==> config.mk <==
export PLATFORM = sky130hd
export DESIGN_NAME = seg_marquee_ctrl_flat
export DESIGN_NICKNAME = d
export VERILOG_FILES = /design/src/rtl/seg_marquee_if.sv /design/src/rtl/seg_marquee_ctrl.sv /design/src/flat_wrapper.sv
export SDC_FILE = /design/constraint.sdc
export NUM_CORES = 1
export LEC_CHECK = 0
export ABC_AREA = 1
export CAP_MARGIN = 10
export CORE_MARGIN = 8
export CORE_UTILIZATION = 30
export DETAILED_ROUTE_END_ITERATION = 10
export GPL_ROUTABILITY_DRIVEN = 0
export PLACE_DENSITY_LB_ADDON = 0.25
export SYNTH_ARGS = -nofsm -noshare
export SYNTH_HDL_FRONTEND = slang
export SYNTH_SLANG_ARGS = --single-unit
==> constraint.sdc <==
create_clock -name clk -period 6.43 [get_ports clk]
set_input_delay 0.9645 -clock clk [delete_from_list [all_inputs] [get_ports clk]]
set_output_delay 0.9645 -clock clk [all_outputs]
set_load 0.02 [all_outputs]
==> src/rtl/seg_marquee_if.sv <==
// Name handshake between the song player and the marquee controller.
//   name_valid  source -> sink  name_len/name_chars are valid
//   name_ready  sink -> source  controller can take a name this cycle
//   name_len    source -> sink  character count (clamped by the sink)
//   name_chars  source -> sink  char i at [8i+7:8i], char 0 leftmost
interface seg_marquee_if #(
  parameter int MAX_LEN = 8
);
  logic                   name_valid;
  logic                   name_ready;
  logic [3:0]             name_len;
  logic [8*MAX_LEN-1:0]   name_chars;

  modport master (output name_valid, name_len, name_chars, input name_ready);
  modport slave  (input name_valid, name_len, name_chars, output name_ready);
endinterface

==> src/rtl/seg_marquee_ctrl.sv <==
// Four-digit seven-segment name display sequencer.
// Names of 1-4 chars are shown statically; longer names scroll left with one
// blank separator. The four anodes are time-multiplexed. The block only drives
// the display while mode==ENABLE_MODE; otherwise it blanks and freezes.
//   clk        system clock
//   reset      synchronous, active-low
//   mode       player mode, block enabled when mode==ENABLE_MODE
//   name_if    name handshake (slave side)
//   seg        registered segment pattern {dot,a..g} for the active digit
//   an         registered one-hot digit enable
//   busy       a name is being displayed (state != IDLE)
//   wrap_pulse one-cycle pulse when the scroll offset wraps back to 0
module seg_marquee_ctrl #(
  parameter int          REFRESH_DIV = 200000,
  parameter int          STEP_DIV    = 50000000,
  parameter int          MAX_LEN     = 8,
  parameter logic [2:0]  ENABLE_MODE = 3'b010
) (
  input  logic               clk,
  input  logic               reset,
  input  logic [2:0]         mode,
  seg_marquee_if.slave       name_if,
  output logic [7:0]         seg,
  output logic [3:0]         an,
  output logic               busy,
  output logic               wrap_pulse
);
  localparam int RW = (REFRESH_DIV > 1) ? $clog2(REFRESH_DIV) : 1;
  localparam int SW = (STEP_DIV > 1) ? $clog2(STEP_DIV) : 1;

  localparam logic [1:0] IDLE   = 2'd0;
  localparam logic [1:0] STATIC = 2'd1;
  localparam logic [1:0] SCROLL = 2'd2;

  logic [1:0]              state;
  logic [3:0]              len_q;
  logic [MAX_LEN-1:0][7:0] chars_q;
  logic [3:0]              offset;
  logic [SW-1:0]           step_cnt;
  logic [RW-1:0]           refresh_cnt;
  logic [1:0]              digit;

  logic       en, accept, ref_wrap, step_wrap;
  logic [3:0] len_in;
  logic [4:0] pos;
  logic [7:0] win;

  assign en        = (mode == ENABLE_MODE);
  assign accept    = name_if.name_valid & en;
  assign len_in    = (name_if.name_len > 4'(MAX_LEN)) ? 4'(MAX_LEN) : name_if.name_len;
  assign ref_wrap  = (refresh_cnt == RW'(REFRESH_DIV - 1));
  assign step_wrap = (step_cnt == SW'(STEP_DIV - 1));

  assign name_if.name_ready = en;
  assign busy               = (state != IDLE);

  // Only the digit being refreshed this slot needs its character. Positions
  // at or beyond len are blank, which covers both the static padding and the
  // scroll separator (position == len).
  always_comb begin
    pos = '0;
    win = '0;
    case (state)
      STATIC: pos = {3'b0, digit};
      SCROLL: begin
        pos = {1'b0, offset} + {3'b0, digit};
        // offset <= len and digit <= 3 < period, so one subtraction suffices
        if (pos > {1'b0, len_q}) pos = pos - ({1'b0, len_q} + 5'd1);
      end
      default: pos = '0;
    endcase
    if (state != IDLE) begin
      for (int j = 0; j < MAX_LEN; j++) begin
        if (pos == 5'(j) && 5'(j) < {1'b0, len_q}) win = chars_q[j];
      end
    end
  end

  always_ff @(posedge clk) begin
    if (!reset) begin
      state       <= IDLE;
      len_q       <= '0;
      chars_q     <= '0;
      offset      <= '0;
      step_cnt    <= '0;
      refresh_cnt <= '0;
      digit       <= '0;
      seg         <= '0;
      an          <= '0;
      wrap_pulse  <= 1'b0;
    end else begin
      wrap_pulse <= 1'b0;
      if (!en) begin
        // Blank the display; everything else holds so display resumes as-is.
        seg <= '0;
        an  <= '0;
      end else begin
        seg         <= win;
        an          <= 4'b0001 << digit;
        refresh_cnt <= ref_wrap ? '0 : refresh_cnt + 1'b1;
        if (ref_wrap) digit <= digit + 1'b1;

        // A new name takes priority over a coincident scroll step.
        if (accept) begin
          chars_q  <= name_if.name_chars;
          len_q    <= len_in;
          offset   <= '0;
          step_cnt <= '0;
          if (len_in == 4'd0)      state <= IDLE;
          else if (len_in <= 4'd4) state <= STATIC;
          else                     state <= SCROLL;
        end else if (state == SCROLL) begin
          if (step_wrap) begin
            step_cnt <= '0;
            if (offset == len_q) begin
              offset     <= '0;
              wrap_pulse <= 1'b1;
            end else begin
              offset <= offset + 1'b1;
            end
          end else begin
            step_cnt <= step_cnt + 1'b1;
          end
        end
      end
    end
  end
endmodule

==> src/flat_wrapper.sv <==
// flat-port wrapper written by rule: the top's interface ports become plain ports
module seg_marquee_ctrl_flat 
#(
  parameter int          REFRESH_DIV = 200000,
  parameter int          STEP_DIV    = 50000000,
  parameter int          MAX_LEN     = 8,
  parameter logic [2:0]  ENABLE_MODE = 3'b010
)
  (clk, reset, mode, seg, an, busy, wrap_pulse, name_if_name_valid, name_if_name_len, name_if_name_chars, name_if_name_ready);
  seg_marquee_if #(.MAX_LEN(MAX_LEN)) name_if_i ();
  input  logic clk;
  input  logic reset;
  input  logic [2:0] mode;
  output logic [7:0] seg;
  output logic [3:0] an;
  output logic busy;
  output logic wrap_pulse;
  input wire logic [$bits(name_if_i.name_valid)-1:0] name_if_name_valid;
  input wire logic [$bits(name_if_i.name_len)-1:0] name_if_name_len;
  input wire logic [$bits(name_if_i.name_chars)-1:0] name_if_name_chars;
  output wire logic [$bits(name_if_i.name_ready)-1:0] name_if_name_ready;
  assign name_if_i.name_valid = name_if_name_valid;
  assign name_if_i.name_len = name_if_name_len;
  assign name_if_i.name_chars = name_if_name_chars;
  assign name_if_name_ready = name_if_i.name_ready;
  seg_marquee_ctrl #(.REFRESH_DIV(REFRESH_DIV), .STEP_DIV(STEP_DIV), .MAX_LEN(MAX_LEN), .ENABLE_MODE(ENABLE_MODE)) u_core (.clk(clk), .reset(reset), .mode(mode), .name_if(name_if_i), .seg(seg), .an(an), .busy(busy), .wrap_pulse(wrap_pulse));
endmodule
Word-level counts from Yosys, hierarchy flattened

Index checks and enable logic that the tools add are counted.
Widths: inputs -> output; s select.

Add/subtract/negate cells: 7
Magnitude comparators: 11
Eq/ne operators: 13
Shifts and indexed selects: 1
Multiplexer cells: 22
Bitwise logic cells: 5
Reductions and logical operators: 20

Operator list:

| cell                  | count |
|---|---|
| $mux 26               | 3 |
| $mux 8                | 8 |
| $add 26x1->26 const B | 1 |
| $eq 26x26->1 const B  | 1 |
| $eq 5x3->1 const B    | 4 |
| $mux 4                | 5 |
| $add 18x1->18 const B | 1 |
| $eq 18x18->1 const B  | 1 |
| $mux 18               | 1 |
| $lt 3x4->1 const A    | 4 |
| $eq 5x2->1 const B    | 2 |
| $pmux 5 s2            | 1 |
| $logic_and 1x1->1     | 8 |
| $lt 1x4->1 const A    | 2 |
| $lt 2x4->1 const A    | 2 |
| $reduce_and 2->1      | 4 |
| $reduce_and 3->1      | 2 |
| $reduce_bool 2->1     | 3 |
| $add 4x1->5 const B   | 1 |
| $add 4x2->5           | 1 |
| $eq 5x1->1 const B    | 1 |
| $gt 5x4->1            | 1 |
| $logic_not 5->1       | 1 |
| $mux 5                | 1 |
| other kinds (16)      | 20 |

Register bits after elaboration: 133
Output and inout bits: 15
Logic and storage cells: 96

Longest topological paths before layout

Word-level depth: 14
Mapped depth: 24
Gate-level depth less buffers: 23

Least setup slack after synthesis

OpenSTA, ideal clock, no wires.

Path type: register to register
Start point: register u_core.digit[0]
End point: register u_core.seg[0]
Library setup time: 109 ps
Arrival: 2,959 ps
Setup slack: 3,362 ps
Cell stages (with the launch flop): 19
Path buffers: 1
Clock period less this slack: 3,068 ps
Cell sequence: dfxtp_1 ha_1 fa_1 xor2_1 ha_1 nand2_2 inv_2 nand4_2 nand2_4 nand2_1 nand3_2 nand4_4 nor2_2 nand3b_4 buf_6 o21ai_1 inv_1 nand2_1 inv_1

Word-level cells in the longest chain between the ends: 14
Elaborated cells between the ends (all ways): 29
Those cells by class: add/sub: 2; order compare: 1; eq/ne: 7; mux: 10; reduce/logical: 9

RTL lines:

| element                                          | line                    | source |
|---|---|---|
| from (decl)                                      | seg_marquee_ctrl.sv:41  | `logic [1:0] digit;` |
| from (signal assigned)                           | seg_marquee_ctrl.sv:101 | `if (ref_wrap) digit <= digit + 1'b1;` |
| $add 4x2->5                                      | seg_marquee_ctrl.sv:66  | `pos = {1'b0, offset} + {3'b0, digit};` |
| $sub 5x5->5 / $gt 5x4->1 (equally long branches) | seg_marquee_ctrl.sv:68  | `if (pos > {1'b0, len_q}) pos = pos - ({1'b0, len_q} + 5'd1);` |
| $mux 5                                           | seg_marquee_ctrl.sv:68  |  |
| $pmux 5 s2 *                                     | seg_marquee_ctrl.sv:63  | `case (state)` |
| $logic_not 5->1                                  | seg_marquee_ctrl.sv:74  | `if (pos == 5'(j) && 5'(j) < {1'b0, len_q}) win = chars_q[j];` |
| $logic_and 1x1->1                                | seg_marquee_ctrl.sv:74  |  |
| $mux 8 (7 in series)                             | seg_marquee_ctrl.sv:74  |  |
| $mux 8 *                                         | seg_marquee_ctrl.sv:74  |  |
| to (signal assigned)                             | seg_marquee_ctrl.sv:98  | `seg <= win;` |
| to (decl)                                        | seg_marquee_ctrl.sv:23  | `output logic [7:0] seg,` |

Every way passes the cells marked *; elsewhere a longest branch is shown, timed or not.
A chain may end at the register's enable or synchronous reset.

Final worst setup path

Start point: register u_core.digit[0]
End point: register u_core.seg[3]

Same word-level chain as after synthesis.

==> summary.md <==
| Metric | Value |
|---|---|
| Outcome | completed |
| Number of buffers inserted by port buffering | 88 |
| Initial antenna violation count | 0 |
| Layout overhead on the synthesized area | 25.51% |
| Fraction of layout cells with a size suffix above 1 | 0.08635 |
| Number of cells produced by synthesis | just over 900 |
| Final net count | about 1100 |
| Worst path max stage delay | ~0.50 ns |
| Initial DRC Count | ~420 |
| Worst Skew | ~0.01 ns |
| Final critical-path required period | between 3 and 4 ns |
| Remaining antenna violation count | 0 |
| # rows | 54 |
| Starting density of the core | 0.3035 |
| Power per cell area | approximately 230 nW/µm² |
| Vias in the first global route | approximately 5700 |
| WHS Endpoint | u_core.chars_q[25]$_SDFFE_PN0P_ |
| Reg-to-reg critical path endpoint | u_core.seg[3]$_SDFF_PN0_ |
| Count of pins on the block boundary | between 80 and 90 |
| Root buffer cell | sky130_fd_sc_hd__clkbuf_16 |
| Fraction of registers with async set or reset after synthesis | 0 |
| Most Crowded Layer GR | met2 |
| Post-synth EDFFs | 0 |
| Mapped Nets | ~1000 |
| DIE WIDTH | about 160 µm |
| Setup TNS | 0 ns |
| Worst ir drop on vdd | 0.0001558 V |
| Most common library cell in the layout ignoring fill and taps | sky130_fd_sc_hd__nor2_1 |
| Largest net degree at the start of global routing | 82 |
| Reg2reg path depth | 17 |
| Critical path cell sequence | ha_1 > fa_1 > xor2_1 > ha_1 > nand2_2 > inv_2 > nand4_2 > nand3_2 > nand3_2 > nand2_4 > nand2_1 > nand4_1 > nand3_1 > nor2_1 > nand4_1 > nand2_1 > inv_1 |
| F_max | ~270 MHz |
| Inserted Clock Buffers | 17 |
| Vias post-DR | ~6000 |
| Mean Syn Cell Area | 7.250 µm² |
| Max-slew headroom at the worst pin | 0.2414 |
| Synth top area share | 0.4045 |
| Number of design rule violations left after detail routing | 0 |
| Total leakage power | between 3 and 4 nW |
| Clock transition at path regs | roughly 0.070 ns |
| Cell taking the most area after synthesis | sky130_fd_sc_hd__dfxtp_1 |
| Residual overflow from global routing | 0 |
| Cell count of the worst hold path | 2 |
| Total setup violations reported at the end of the flow | 0 |
| Critical Path AT | around 4.0 ns |
| Die outline area | ~27000 µm² |
| Met1 demand-to-capacity share in global routing | 0.1720 |
| Startpoint of the worst-slack reg-to-reg timing path | u_core.digit[0]$_SDFFE_PN0P_ |
| Fin Hold WS | about 0.46 ns |
| Estimated wirelength of the detail-placed design | 12.88 mm |
| Total length of routed wires | approximately 18 mm |
| Post-CTS Repair Setup Buffers | 0 |
| Count of inserted antenna diode cells | 0 |
| Commonest non-fill, non-tap cells in the layout | sky130_fd_sc_hd__nor2_1, sky130_fd_sc_hd__dfxtp_1, sky130_fd_sc_hd__inv_1 |
| Most frequently used flop master after synthesis | sky130_fd_sc_hd__dfxtp_1 |
| Worst-path fanout max | 16 |
| Endpoints failing hold | 0 |
| Via/cell ratio | between 4 and 5 |
| H-tree level count | 4 |
| Global-route wire length before repair | roughly 28 mm |
| Clock buffer depth | 2 |
| Worst skew pair latency | approximately 0.42 ns |
| Yosys warning count | 0 |
| Unrepaired setup endpoints after global routing | false |
| Total standard cell area after synthesis | between 6000 and 7000 µm² |
| Slowest cell on crit path | sky130_fd_sc_hd__fa_1 |
| Family with the most delay on the worst path | simple AND/OR/NAND/NOR gates |
| Sequential element share of the synthesized area | 0.4045 |
| CTS Sinks | 133 |
| Hold path start | u_core.chars_q[25]$_SDFFE_PN0P_ |
| Overall fraction of global-route tracks in use | 0.1321 |
| Distinct cell type count after synthesis | 54 |
| Floorplan die height | between 150 and 200 µm |
| Met2 track demand over resource | 0.2078 |
| Number of slew-limit violations in the final report | 0 |
| Internal reg-to-reg setup slack | between 2 and 3 ns |
| Startpoint type of the worst setup path | flip-flop |
| Core Area | 21690 µm² |
| Average routed wire per standard cell | 13.72 µm |
| 1st-pass router iterations | 5 |
| Kind of capture point of the worst setup path | flip-flop |
| Post-synthesis sequential element count | 133 |
| Worst path buffer plus inverter count | 2 |
| Transition time at the pin with the least slew margin | roughly 1.1 ns |
| Main area contributors after synthesis | sky130_fd_sc_hd__dfxtp_1, sky130_fd_sc_hd__nor2_1, sky130_fd_sc_hd__inv_1, sky130_fd_sc_hd__o21ai_0, sky130_fd_sc_hd__nand2_1 |
| Path category of the worst min-delay check | flip-flop to flip-flop |
| Cts hold-fix bufs | 0 |
| Critical path type | flip-flop to flip-flop |
| Total of cells resized after clock tree synthesis | 0 |
| Required time worst endpoint | just under 7 ns |
| CTS tree | done |
| Fraction of met3 tracks used by global routing | 0.03835 |
| Max-capacitance violation count | 0 |
| Final worst-path cycle share | 0.5707 |
state kept, by name, summed over array words and instances, names as in the netlist:
signal	cells
u_core.chars_q	64
u_core.step_cnt	26
u_core.refresh_cnt	18
u_core.seg	8
u_core.an	4
u_core.len_q	4
u_core.offset	4
u_core.digit	2
u_core.state	2
u_core.wrap_pulse	1
cell families after synthesis:
group,share of synthesized area
compound gates,0.1241
simple gates,0.3269
xor+xnor,0.02528
fa+ha+maj,0.03079
buf+inv,0.08838
flops,0.4045
metrics by stage:
step / instances / utilization / setup WS (ns) / power, mW / cell area, µm²
after global placement: 1244 / 0.3542 / 2.729 / 0.9813 / 7682
after floorplan: 908 / - / 3.362 / 0.9171 / 6583
final: 1276 / 0.3809 / 2.760 / 1.920 / 8262
after detailed placement: 1244 / 0.3542 / 2.652 / 0.9820 / 7682
after CTS: 1276 / 0.3809 / 2.755 / 1.943 / 8262
after global routing: 1276 / 0.3809 / 2.354 / 1.995 / 8262
layout make-up:
class / count / area (µm²)
clock buffers: 17 / 425.4
clock inverters: 15 / 153.9
fillers: 2321 / 13430
inverters: 111 / 417.9
multi-input cells: 628 / 3346
flip-flops and latches: 133 / 2663
well taps: 280 / 350.3
repair buffers: 92 / 905.9
report_power, final:
part           internal, mW  total [mW]  switching [mW]
clock                 0.548       0.957           0.409
combinational        0.0579       0.115          0.0566
sequential            0.840       0.849         0.00924
total                  1.45        1.92           0.475
how the worst max path moves through the flow:
stage / slack [ns] / cells after the start / end / from
2_1_floorplan: 3.36 / 18 / u_core.seg[0]$_SDFF_PN0_ / u_core.digit[0]$_SDFFE_PN0P_
3_3_place_gp: 2.73 / 13 / u_core.step_cnt[5]$_SDFFE_PN0P_ / mode[2]
3_5_place_dp: 2.65 / 13 / u_core.step_cnt[5]$_SDFFE_PN0P_ / mode[2]
4_1_cts: 2.75 / 17 / u_core.seg[3]$_SDFF_PN0_ / u_core.digit[0]$_SDFFE_PN0P_
5_1_grt: 2.35 / 18 / u_core.seg[1]$_SDFF_PN0_ / u_core.offset[1]$_SDFFE_PN0P_
6_report: 2.76 / 17 / u_core.seg[3]$_SDFF_PN0_ / u_core.digit[0]$_SDFFE_PN0P_
layer usage:
metal	wire [µm]	share of wire
met1	8660	0.49
met5	0	0
met4	216	0.012
met2	7899	0.45
met3	734	0.042
worst reg2reg max path, delay by kind of cell (launching register included):
family / cells / cell delay (ns)
flops: 1 / 0.37
simple gates: 11 / 1.78
xor+xnor: 1 / 0.19
fa+ha+maj: 3 / 1.13
buf+inv: 2 / 0.10
cell usage after synthesis, types with 2 or more instances:
master	number
sky130_fd_sc_hd__buf_6	2
sky130_fd_sc_hd__inv_2	6
sky130_fd_sc_hd__xnor2_1	2
sky130_fd_sc_hd__nor3_1	23
sky130_fd_sc_hd__nor4_1	6
sky130_fd_sc_hd__o21ai_1	10
sky130_fd_sc_hd__nand2_2	7
sky130_fd_sc_hd__nor2_2	6
sky130_fd_sc_hd__o211ai_1	2
sky130_fd_sc_hd__nand3_1	56
sky130_fd_sc_hd__ha_1	13
sky130_fd_sc_hd__o21ai_0	77
sky130_fd_sc_hd__clkbuf_1	25
sky130_fd_sc_hd__a21oi_1	37
sky130_fd_sc_hd__nand3_2	6
sky130_fd_sc_hd__nor3b_1	5
sky130_fd_sc_hd__a31o_2	2
sky130_fd_sc_hd__nor2_4	2
sky130_fd_sc_hd__nand2_1	94
sky130_fd_sc_hd__buf_2	5
sky130_fd_sc_hd__xor2_1	17
sky130_fd_sc_hd__nand2_4	4
sky130_fd_sc_hd__a31oi_1	3
sky130_fd_sc_hd__nor2_1	190
sky130_fd_sc_hd__nand4_2	2
sky130_fd_sc_hd__buf_4	2
sky130_fd_sc_hd__nand4_1	30
sky130_fd_sc_hd__dfxtp_1	133
sky130_fd_sc_hd__buf_1	2
sky130_fd_sc_hd__o21a_1	3
sky130_fd_sc_hd__nand3b_1	2
sky130_fd_sc_hd__a211oi_1	7
sky130_fd_sc_hd__inv_1	104
sky130_fd_sc_hd__fa_1	2
sky130_fd_sc_hd__nand3_4	2
(Power assumes the default switching activity.)
